### config.mk
export PLATFORM = sky130hd
export DESIGN_NAME = bs_encoder
export DESIGN_NICKNAME = d
export VERILOG_FILES = /design/src/rtl/bs_encoder.sv
export SDC_FILE = /design/constraint.sdc
export NUM_CORES = 1
export LEC_CHECK = 0
export CAP_MARGIN = 20
export CORE_UTILIZATION = 40
export CTS_CLUSTER_SIZE = 8
export DETAILED_ROUTE_END_ITERATION = 16
export GPL_ROUTABILITY_DRIVEN = 0
export PLACE_DENSITY = 0.74
export RECOVER_POWER = 50
export SYNTH_ARGS = -nofsm -noshare
export SYNTH_HDL_FRONTEND = slang
export SYNTH_SLANG_ARGS = --single-unit
export TNS_END_PERCENT = 50
### constraint.sdc
create_clock -name clk -period 2.5 [get_ports clk]
set_input_delay 0.375 -clock clk [delete_from_list [all_inputs] [get_ports clk]]
set_output_delay 0.375 -clock clk [all_outputs]
set_load 0.01 [all_outputs]
### src/rtl/bs_encoder.sv
// bs_encoder -- transmit-side USB bit stuffer.
//
// Takes the serial packet stream (PID, data, CRC) one bit per cycle and
// inserts a 0 after every STUFF_LEN consecutive 1s. While a stuff bit is
// being inserted, upstream is held off for one cycle via 'pause'. The
// stuffed stream goes to the NRZI encoder with start/end framing pulses.
//
// Ports:
//   clk           system clock, all logic on posedge
//   rst           asynchronous active-high reset
//   start_encode  one-cycle pulse with the first packet bit on s_in
//   s_in          packet data bit (held by upstream while pause=1)
//   end_encode    high with the last packet bit (held while pause=1)
//   pause         combinational; current s_in/end_encode not consumed
//   s_out         stuffed serial bit (registered)
//   out_valid     s_out carries a packet bit this cycle
//   start_nrzi    one-cycle pulse with the first output bit
//   end_nrzi      one-cycle pulse with the final output bit
//   stuff_count   stuff bits inserted in current/last packet (saturating)

module bs_encoder #(
   parameter int STUFF_LEN = 6,
   parameter int CNT_W     = 8
) (
   input  logic             clk,
   input  logic             rst,
   input  logic             start_encode,
   input  logic             s_in,
   input  logic             end_encode,
   output logic             pause,
   output logic             s_out,
   output logic             out_valid,
   output logic             start_nrzi,
   output logic             end_nrzi,
   output logic [CNT_W-1:0] stuff_count
);

   localparam int            OW       = $clog2(STUFF_LEN + 1);
   localparam logic [OW-1:0] ONES_MAX = OW'(STUFF_LEN);

   typedef enum logic [1:0] {IDLE, SEND, TAIL} state_t;

   state_t           state_q, state_d;
   logic [OW-1:0]    ones_cnt_q, ones_cnt_d;
   logic             s_out_q, s_out_d;
   logic             out_valid_q, out_valid_d;
   logic             start_nrzi_q, start_nrzi_d;
   logic             end_nrzi_q, end_nrzi_d;
   logic [CNT_W-1:0] stuff_count_q, stuff_count_d;
   logic             take;          // an upstream bit is consumed this cycle
   logic [CNT_W-1:0] stuff_inc;     // saturating increment of stuff_count

   assign stuff_inc = (stuff_count_q == {CNT_W{1'b1}}) ? stuff_count_q
                                                        : stuff_count_q + 1'b1;

   always_comb begin
      state_d       = state_q;
      ones_cnt_d    = ones_cnt_q;
      s_out_d       = 1'b0;
      out_valid_d   = 1'b0;
      start_nrzi_d  = 1'b0;
      end_nrzi_d    = 1'b0;
      stuff_count_d = stuff_count_q;
      pause         = 1'b0;
      take          = 1'b0;

      case (state_q)
         IDLE: begin
            // end_encode alone is ignored; stuff_count holds until a new start
            if (start_encode) begin
               take          = 1'b1;
               stuff_count_d = '0;
               start_nrzi_d  = 1'b1;
               out_valid_d   = 1'b1;
               s_out_d       = s_in;
               ones_cnt_d    = s_in ? OW'(1) : '0;
            end
         end
         SEND: begin
            if (ones_cnt_q == ONES_MAX) begin
               // Insert the stuff bit and stall upstream for this cycle.
               pause         = 1'b1;
               out_valid_d   = 1'b1;
               s_out_d       = 1'b0;
               ones_cnt_d    = '0;
               stuff_count_d = stuff_inc;
            end else begin
               take        = 1'b1;
               out_valid_d = 1'b1;
               s_out_d     = s_in;
               ones_cnt_d  = s_in ? ones_cnt_q + 1'b1 : '0;
            end
         end
         TAIL: begin
            // Trailing stuff bit after a packet that ended on a full run.
            out_valid_d   = 1'b1;
            s_out_d       = 1'b0;
            end_nrzi_d    = 1'b1;
            ones_cnt_d    = '0;
            stuff_count_d = stuff_inc;
            state_d       = IDLE;
         end
         default: begin
            state_d = IDLE;
         end
      endcase

      // End-of-packet handling for the bit just consumed. A packet whose
      // last bit completes a run still owes a stuff bit, so end_nrzi moves
      // to the TAIL cycle.
      if (take) begin
         if (end_encode) begin
            if (ones_cnt_d == ONES_MAX) begin
               state_d = TAIL;
            end else begin
               end_nrzi_d = 1'b1;
               state_d    = IDLE;
            end
         end else begin
            state_d = SEND;
         end
      end
   end

   always_ff @(posedge clk or posedge rst) begin
      if (rst) begin
         state_q       <= IDLE;
         ones_cnt_q    <= '0;
         s_out_q       <= 1'b0;
         out_valid_q   <= 1'b0;
         start_nrzi_q  <= 1'b0;
         end_nrzi_q    <= 1'b0;
         stuff_count_q <= '0;
      end else begin
         state_q       <= state_d;
         ones_cnt_q    <= ones_cnt_d;
         s_out_q       <= s_out_d;
         out_valid_q   <= out_valid_d;
         start_nrzi_q  <= start_nrzi_d;
         end_nrzi_q    <= end_nrzi_d;
         stuff_count_q <= stuff_count_d;
      end
   end

   assign s_out       = s_out_q;
   assign out_valid   = out_valid_q;
   assign start_nrzi  = start_nrzi_q;
   assign end_nrzi    = end_nrzi_q;
   assign stuff_count = stuff_count_q;

endmodule

==> results of run 1 <==
logic make-up (layout without fill, tap and decap cells):
logic type | after synthesis | count (layout) | share of synthesized area
AND/OR/NAND/NOR | 40 | 40 | 0.2361
AO/OA/AOI/OAI | 28 | 28 | 0.2034
flip-flops | 17 | 17 | 0.4116
adder cells (fa/ha/maj) | 7 | 7 | 0.08474
buffers and inverters | 7 | 28 | 0.02543
multiplexers | 3 | 3 | 0.03027
XOR/XNOR | 1 | 1 | 0.008476
synthesized netlist by cell type:
master,count
inv_1,7
ha_1,7
a21boi_0,1
o311ai_0,1
nor2b_1,3
a21bo_4,1
mux2_2,1
and4_1,2
o2bb2ai_1,1
o21ai_0,9
or4b_1,1
o31ai_1,4
dfrtp_1,17
xor2_1,1
nand2b_1,3
nand2_1,6
nand3_1,6
o32ai_2,1
a21o_1,1
o31a_1,1
a41oi_1,1
and3_2,1
or3_1,3
and3_1,1
nor3_2,1
nand3_4,1
o21a_1,3
and2_1,3
a31oi_1,1
or4_1,2
a21boi_1,2
nand4_1,2
nor2_1,4
mux2i_1,2
nor3_1,1
o2111ai_1,1
critical path: cells and delay by family (launching register included):
kind	cells	cell delay (ns)
and+or+nand+nor	1	0.19
adders and majority gates	1	0.23
buffers and inverters	2	0.62
DFF	1	0.43
metrics by stage:
stage          power [µW]  std cells  hold WS [ns]  utilization  instance area (µm²)
2_1_floorplan       718.6        103        0.3011            -                 1033
3_3_place_gp        869.9        150        0.5267       0.5056                 1241
3_5_place_dp        889.2        150        0.5542       0.5056                 1241
4_1_cts              1054        154        0.4682       0.5163                 1267
5_1_grt              1123        154        0.6098       0.5163                 1267
6_report             1037        154        0.5643       0.5163                 1267
power breakdown:
group	leakage, µW	internal (µW)	switching [µW]	total [µW]
Combinational	0.000304	225	264	489
Clock	0.0000150	62.4	93.6	156
Sequential	0.000225	339	53.5	392
Total	0.000544	627	411	1040
worst min-delay path by stage:
| stage | start | slack, ns | cells past startpoint | end |
|---|---|---|---|---|
| after detailed placement | stuff_count[0] | 0.55 | 1 | stuff_count[0] |
| after CTS | rst | 0.47 | 2 | start_nrzi |
| final | stuff_count[0] | 0.56 | 1 | stuff_count[0] |
| after floorplan | rst | 0.30 | 1 | end_nrzi |
| after global routing | stuff_count[0] | 0.61 | 1 | stuff_count[0] |
| after global placement | stuff_count[0] | 0.53 | 1 | stuff_count[0] |
per-layer routing:
layer	part of all wire	up-vias	global-route usage	wire length, µm
li1	-	428	-	-
met1	0.45	423	0.2260	993
met2	0.47	25	0.3270	1038
met3	0.056	7	0.06667	124
met4	0.025	0	0.1096	56
met5	0	-	0	0
flip-flops by register name, summed over array words and instances, names as in the netlist:
register,flops
state_q,2
end_nrzi,1
stuff_count,8
start_nrzi,1
s_out,1
ones_cnt_q,3
out_valid,1
area by class of cell:
type | instances | area (µm²) | area share
Multi-Input combinational cell | 79 | 581.8 | 0.4590
Sequential cell | 17 | 425.4 | 0.3356
Timing Repair Buffer | 17 | 170.2 | 0.1343
Tap cell | 30 | 37.54 | 0.02961
Clock buffer | 4 | 26.28 | 0.02073
Inverter | 7 | 26.28 | 0.02073
==> metrics.yaml, run 1 <==
die-area_mm2: 0.002791
min_period_ns: 2.154
grt_max_degree: 18
critPathMaxFanout: 5
io_pins: 18
die_width_um: 52.83
first_pass_iters: 4
max_cap_viol_count: 0
postCtsHoldBufs: 0
tightestPinTransition_ns: 0.6866
max_slew_margin: 0.5417
grt.total_usage: 0.1999
clkTransAtPathRegs_ns: 0.10
netlist-cell-type-count: 36
critPathMaxStageDelay_ns: 0.52
setup_viol: 0
crit-reg2reg-launch: "state_q[1]"
post-cts-setup-buffer-count: 0
cts_buffers: 3
p_leak_uw: 0.0005441
synthCells: 103
r2r_end: "end_nrzi"
fin_skew_ns: 0.003398
cts_sinks: 17
num-nets-final: 137
pwr_density_cell_mw_per_mm2: 818.5
post-place-ws_ns: 0.4844
crit_slowest_cell: "clkdlybuf4s50_1"
ff2ff_setup_slack_ns: 0.56
yosysWarnings: 0
start_kind: "flip-flop"
critPathCapture: "pause"
hold_viol: 0
die_y_um: 52.83
nFillCells: 233
antenna_found_initial: 0
worstPathCellList: "inv_1, ha_1, and3_2, clkdlybuf4s50_1"
num_vias: 883
n_antenna_cell: 0
drt_iter0_markers: 26
crit_type: "reg -> out"
setup.worst_path.start: "state_q[1]"
cts_resized: 0
ff2ff_path_depth: 6
tns_ns: 0
ys_seq_area_frac: 0.4116
layout-drive-gt1-share: 0.07258
dpl.hpwl_um: 1653
core_area_mm2: 0.002455
outcome: "finished, final reports clean"
final_cell_mix: "dfrtp_1 (17), clkdlybuf4s50_1 (13), o21ai_0 (9), inv_1 (7), ha_1 (7)"
cts.path.max_buffers: 2
ys_top_cells_by_area: "dfrtp_1 (41%), ha_1 (8.5%), o21ai_0 (4.4%)"
avgSynthCellArea_um2: 10.03
grt_pass1_wl_um: 3891
first_global_vias: 860
rsz0062_at_grt: "false"
routed_via_density: 5.734
slew_viol_final: 0
layout_commonest_cell: "dfrtp_1"
htree_levels: 1
ant_nets: 0
critPathRequiredTime_ns: 2.12
finalWorstSetupSlack_ns: 0.3457
area_growth_pct: 22.64
end_kind: "primary output"
initial_core_util: 0.4210
synth_area_mm2: 0.001033
wl_per_cell_um: 14.36
insertion_delay_ns: 0.30
grt-ovfl-total: 0
hold_class: "reg -> reg"
synth_seq_cells: 17
yosysTopAreaCell: "dfrtp_1"
io_buffers: 17
irDropWorstVdd_mv: 0.5276
drc: 0
cts_tree: "done"
period_share: 0.8617
max_freq_mhz: 464.2
drt-total-wl_um: 2212
row_count: 18
synth_top_area_share: 0.4116
cp.arrival_ns: 1.78
cts_root_buf: "clkbuf_4"
syn-num-nets: 115
Power figures use the tool's default switching activity.
==> run 2: changes to the inputs <==
--- a/config.mk
+++ b/config.mk
@@ -12,6 +12,7 @@
 export GPL_ROUTABILITY_DRIVEN = 0
 export PLACE_DENSITY = 0.74
 export RECOVER_POWER = 50
+export SETUP_SLACK_MARGIN = 0.3
 export SYNTH_ARGS = -nofsm -noshare
 export SYNTH_HDL_FRONTEND = slang
 export SYNTH_SLANG_ARGS = --single-unit
==> run 2 against run 1 <==
  * Global-route usage is the same
  * Sequential cell count did not move
  * Combinational power rose by 4.3%
  * Clock skew increased by 0.0012 ns
  * Sequential power grew 1%
  * First-iteration DRC count is 3.8% lower
  * Final area rose by 2.0%
  * Largest power group unchanged
  * Worst hold slack improved by 0.00058 ns
  * Critical path depth increased by 2
==> metrics.yaml, run 2 (same netlist as run 1, synthesis figures left out) <==
tns_ns: 0
crit_type: "reg -> reg"
period_share: 0.7729
critPathMaxStageDelay_ns: 0.43
cts_tree: "done"
outcome: "finished, final reports clean"
insertion_delay_ns: 0.31
io_buffers: 17
ff2ff_setup_slack_ns: 0.57
slew_viol_final: 0
critPathMaxFanout: 5
setup.worst_path.start: "state_q[1]"
grt-ovfl-total: 0
clkTransAtPathRegs_ns: 0.10
first_pass_iters: 4
num_vias: 882
fin_skew_ns: 0.004605
finalPower_uw: 1064
cp.arrival_ns: 2.13
drt_iter0_markers: 25
multi_input_area_um2: 596.8
crit-reg2reg-launch: "state_q[1]"
core_area_mm2: 0.002455
met1Wirelength_um: 980
die_y_um: 52.83
pwr_density_cell_mw_per_mm2: 823.0
layout_commonest_cell: "dfrtp_1"
p_leak_uw: 0.0005676
num-nets-final: 138
max_cap_viol_count: 0
dr_wl_met3_um: 117
placed_area_mm2: 0.001241
first_global_vias: 860
area_growth_pct: 25.06
finalWorstSetupSlack_ns: 0.5679
ant_nets: 0
hold_class: "reg -> reg"
tightestPinTransition_ns: 0.6709
antenna_found_initial: 0
final_cell_mix: "dfrtp_1 (17), clkdlybuf4s50_1 (11), o21ai_0 (9), inv_1 (7)"
drc: 0
worstPathCellList: "inv_1, ha_1, nor2b_1, o2111ai_1, mux2_2, o31a_1"
grt_max_degree: 18
largest_reg_flops: 8
finalHoldWorstSlack_ns: 0.5649
cts_root_buf: "clkbuf_4"
dpl.hpwl_um: 1653
grt_pass1_wl_um: 3891
routed_via_density: 5.690
met2_length_um: 1103
end_kind: "flip-flop"
io_pins: 18
irDropWorstVdd_mv: 0.5306
drt-total-wl_um: 2257
cts_buffers: 3
htree_levels: 1
rsz0062_at_grt: "false"
setup_viol: 0
max_freq_mhz: 517.6
max_slew_margin: 0.5522
start_kind: "flip-flop"
n_antenna_cell: 0
register_area_um2: 425.4
crit_slowest_cell: "dfrtp_1"
die-area_mm2: 0.002791
wl_per_cell_um: 14.56
critPathRequiredTime_ns: 2.70
min_period_ns: 1.932
fin_area_mm2: 0.001292
row_count: 18
layout-drive-gt1-share: 0.09600
cts.path.max_buffers: 2
nFillCells: 231
hold_viol: 0
initial_core_util: 0.4210
top_layer: "met4"
cts_sinks: 17
min-delay-start: "stuff_count[0]"
die_width_um: 52.83
grt.total_usage: 0.1999
post-place-ws_ns: 0.4844
## run 2: changes by cell type in the layout (fill, tap and decap cells not counted)
| cell | delta |
|---|---|
| and2_0 | -1 |
| and2_1 | +1 |
| buf_4 | +1 |
| clkdlybuf4s50_1 | -2 |
| dlygate4sd3_1 | +1 |
| dlymetal6s2s_1 | +1 |
| ha_1 | -2 |
| ha_2 | +1 |
| ha_4 | +1 |
## run 2: path summary, 6_finish.rpt
check	cells after the start	end
setup / recovery	6	end_nrzi
hold / removal	1	stuff_count[0]
setup reg to reg	6	end_nrzi
hold reg to reg	1	stuff_count[0]
max in group asynchronous	2	state_q[1]
min in group asynchronous	2	stuff_count[1]
## run 2: repair_timing
action | in CTS | in global routing
resized for setup | 0 | 4
hold buffers | 0 | 0
setup endpoints to repair | 0 | 1
buffers inserted | 0 | 1
## run 2: metrics by stage
stage                     utilization  instances
after detailed placement       0.5056        150
after global routing           0.5265        155
after floorplan                     -        103
final                          0.5265        155
after global placement         0.5056        150
after CTS                      0.5163        154
## run 2: metal layers
metal / up-vias / global-route usage
li1: 427 / -
met1: 425 / 0.2260
met2: 23 / 0.3270
met3: 7 / 0.06667
met4: 0 / 0.1096
met5: - / 0
## run 2: final cells by class
class	count	share of cell area
clock buffers	4	0.02033
inverters	7	0.02033
multi-input cells	79	0.4618
flip-flops and latches	17	0.3291
well taps	30	0.02904
repair buffers	18	0.1394
## run 2: worst max-delay path: cells and delay by family (launching register included)
kind | cells | cell delay, ns
fa+ha+maj | 1 | 0.25
buf+inv | 1 | 0.13
simple gates | 1 | 0.30
compound gates | 2 | 0.40
mux | 1 | 0.32
flops | 1 | 0.43
## run 2: power breakdown
part | switching [µW] | internal (µW)
sequential | 57.8 | 339
clock | 94.8 | 62.4
combinational | 267 | 243
total | 419 | 644
==> run 3: changes to the inputs <==
--- a/config.mk
+++ b/config.mk
@@ -10,7 +10,7 @@
 export CTS_CLUSTER_SIZE = 8
 export DETAILED_ROUTE_END_ITERATION = 16
 export GPL_ROUTABILITY_DRIVEN = 0
-export PLACE_DENSITY = 0.74
+export PLACE_DENSITY = 0.77
 export RECOVER_POWER = 50
 export SETUP_SLACK_MARGIN = 0.3
 export SYNTH_ARGS = -nofsm -noshare
==> constraint.sdc (replaced) <==
create_clock -name clk -period 1.7 [get_ports clk]
set_input_delay 0.255 -clock clk [delete_from_list [all_inputs] [get_ports clk]]
set_output_delay 0.255 -clock clk [all_outputs]
set_load 0.01 [all_outputs]
==> run 3 against run 2 <==
  * The run now ends with negative setup slack left
  * First-iteration DRC count fell by 16%
  * Count of clock-buffer cells in the layout fell by 1
  * Worst hold slack improved by 0.0062 ns
  * Combinational power rose by 150%
  * Die area did not move
  * Sequential power rose by 46%
  * Via count rose by 13%
  * Clock power rose by 43%
  * Sequential share of layout area fell by 7.0 points
  * Total power rose by 93%
  * Clock skew rose by 0.0030 ns
  * Critical path type unchanged
  * Largest power group unchanged
==> metrics.yaml, run 3 (same netlist as run 1, synthesis figures left out) <==
outcome: "complete, but fails checks"
violations: "negative setup slack"
hold_path_depth: 2
cts.path.max_buffers: 2
crit_type: "reg -> reg"
pwr_density_cell_mw_per_mm2: 1242
worstPathCellList: "inv_2, ha_4, nand3_4, or3_4, and4_1, o21a_1"
hold_viol: 0
row_count: 18
r2r_end: "stuff_count[3]"
setup_viol: 2
fin_skew_ns: 0.007651
dpl.hpwl_um: 1809
die_width_um: 52.83
crit_buf_inv: 1
crit-reg2reg-launch: "state_q[0]"
fin_area_mm2: 0.001655
cts_root_buf: "clkbuf_4"
critPathMaxStageDelay_ns: 0.43
critPathMaxFanout: 4
grt_pass1_wl_um: 4671
drc: 0
initial_core_util: 0.4210
slew_viol_final: 0
min-delay-start: "end_encode"
area_growth_pct: 60.17
cp_num_cells: 6
rsz0062_at_grt: "true"
grt-ovfl-total: 0
max_cap_viol_count: 0
busiest_layer: "met2"
cts_sinks: 17
cp.arrival_ns: 1.92
path_delay_family: "simple AND/OR/NAND/NOR gates"
largest_reg_flops: 8
n_antenna_cell: 0
hold_path_end: "state_q[0]"
finalWorstSetupSlack_ns: -0.02492
layout_commonest_cell: "buf_4"
clkTransAtPathRegs_ns: 0.11
hold_class: "in -> reg"
first_pass_iters: 4
tightestPinTransition_ns: 0.9866
crit_slowest_cell: "dfrtp_2"
ff2ff_setup_slack_ns: -0.02
irDropWorstVdd_mv: 0.9861
routed_via_density: 5.581
critPathRequiredTime_ns: 1.89
postCtsHoldBufs: 0
placed_area_mm2: 0.001365
drt-total-wl_um: 2842
tns_ns: -0.04344
start_kind: "flip-flop"
num-nets-final: 162
ff2ff_path_depth: 6
ant_nets: 0
io_buffers: 17
cts_tree: "done"
met2_usage: 0.4262
die-area_mm2: 0.002791
grt_use_met1: 0.2661
antenna_found_initial: 0
layout-drive-gt1-share: 0.4430
first_global_vias: 1029
period_share: 1.015
use_met3: 0.03478
num_vias: 999
final_cell_mix: "buf_4 (19), dfrtp_1 (14), o21ai_0 (6)"
end_kind: "flip-flop"
max_slew_margin: 0.3422
die_y_um: 52.83
grt.total_usage: 0.2377
drt_iter0_markers: 21
core_area_mm2: 0.002455
grt_max_degree: 18
io_pins: 18
p_leak_uw: 0.0007784
htree_levels: 1
cts_buffers: 3
wl_per_cell_um: 15.88
min_period_ns: 1.725
max_freq_mhz: 579.7
insertion_delay_ns: 0.30
[run 3: cell types whose count changed in the layout (fill, tap and decap cells not counted), sizes merged]
| cell | previous run | this run |
|---|---|---|
| clkdlybuf4s15 | 0 | 1 |
| clkinv | 0 | 1 |
| buf | 1 | 24 |
| dlygate4sd3 | 5 | 1 |
| nor3 | 2 | 3 |
| dlygate4sd2 | 0 | 5 |
| clkdlybuf4s50 | 11 | 3 |
| clkbuf | 4 | 5 |
| dlymetal6s2s | 1 | 3 |
| clkdlybuf4s25 | 0 | 2 |
[run 3: stage by stage]
step | power, µW | setup slack [ns] | cells | util | hold WS (ns)
6_report | 2055 | -0.02492 | 179 | 0.6743 | 0.5711
5_1_grt | 2187 | -0.08095 | 179 | 0.6743 | 0.5514
4_1_cts | 1961 | -0.009115 | 177 | 0.6437 | 0.2553
3_5_place_dp | 1502 | -0.1212 | 163 | 0.5561 | 0.5563
3_3_place_gp | 1473 | -0.06170 | 163 | 0.5561 | 0.5368
2_1_floorplan | 1102 | 0.06380 | 103 | - | 0.1811
[run 3: layer usage]
layer  vias to the layer above  share of wire
li1                        477              -
met3                         7          0.030
met2                        28           0.53
met1                       487           0.42
met4                         0          0.021
met5                         -              0
[run 3: worst max path at each step]
stage	start	to
floorplan	state_q[1]	stuff_count[7]
global placement	start_encode	stuff_count[4]
detailed placement	start_encode	stuff_count[7]
CTS	state_q[0]	stuff_count[3]
global route	state_q[0]	stuff_count[5]
finish	state_q[0]	stuff_count[3]
[run 3: layout make-up]
type | instances | area [µm²]
well taps | 30 | 37.54
flip-flops and latches | 17 | 429.2
clock inverters | 1 | 5.005
fillers | 188 | 799.5
multi-input cells | 80 | 773.2
repair buffers | 41 | 359.1
inverters | 7 | 28.78
clock buffers | 3 | 22.52
[run 3: power by group]
part | leakage (µW) | internal, µW | switching, µW | total (µW)
registers | 0.000221 | 500 | 80.3 | 581
clock network | 0.0000177 | 87.7 | 137 | 225
logic | 0.000540 | 671 | 579 | 1250
total | 0.000778 | 1260 | 796 | 2060
[run 3: what timing repair did]
action	in CTS	in global routing
pin swaps	5	4
resized for setup	39	24
setup endpoints to repair	28	23
setup buffers	9	2
gates cloned	1	0
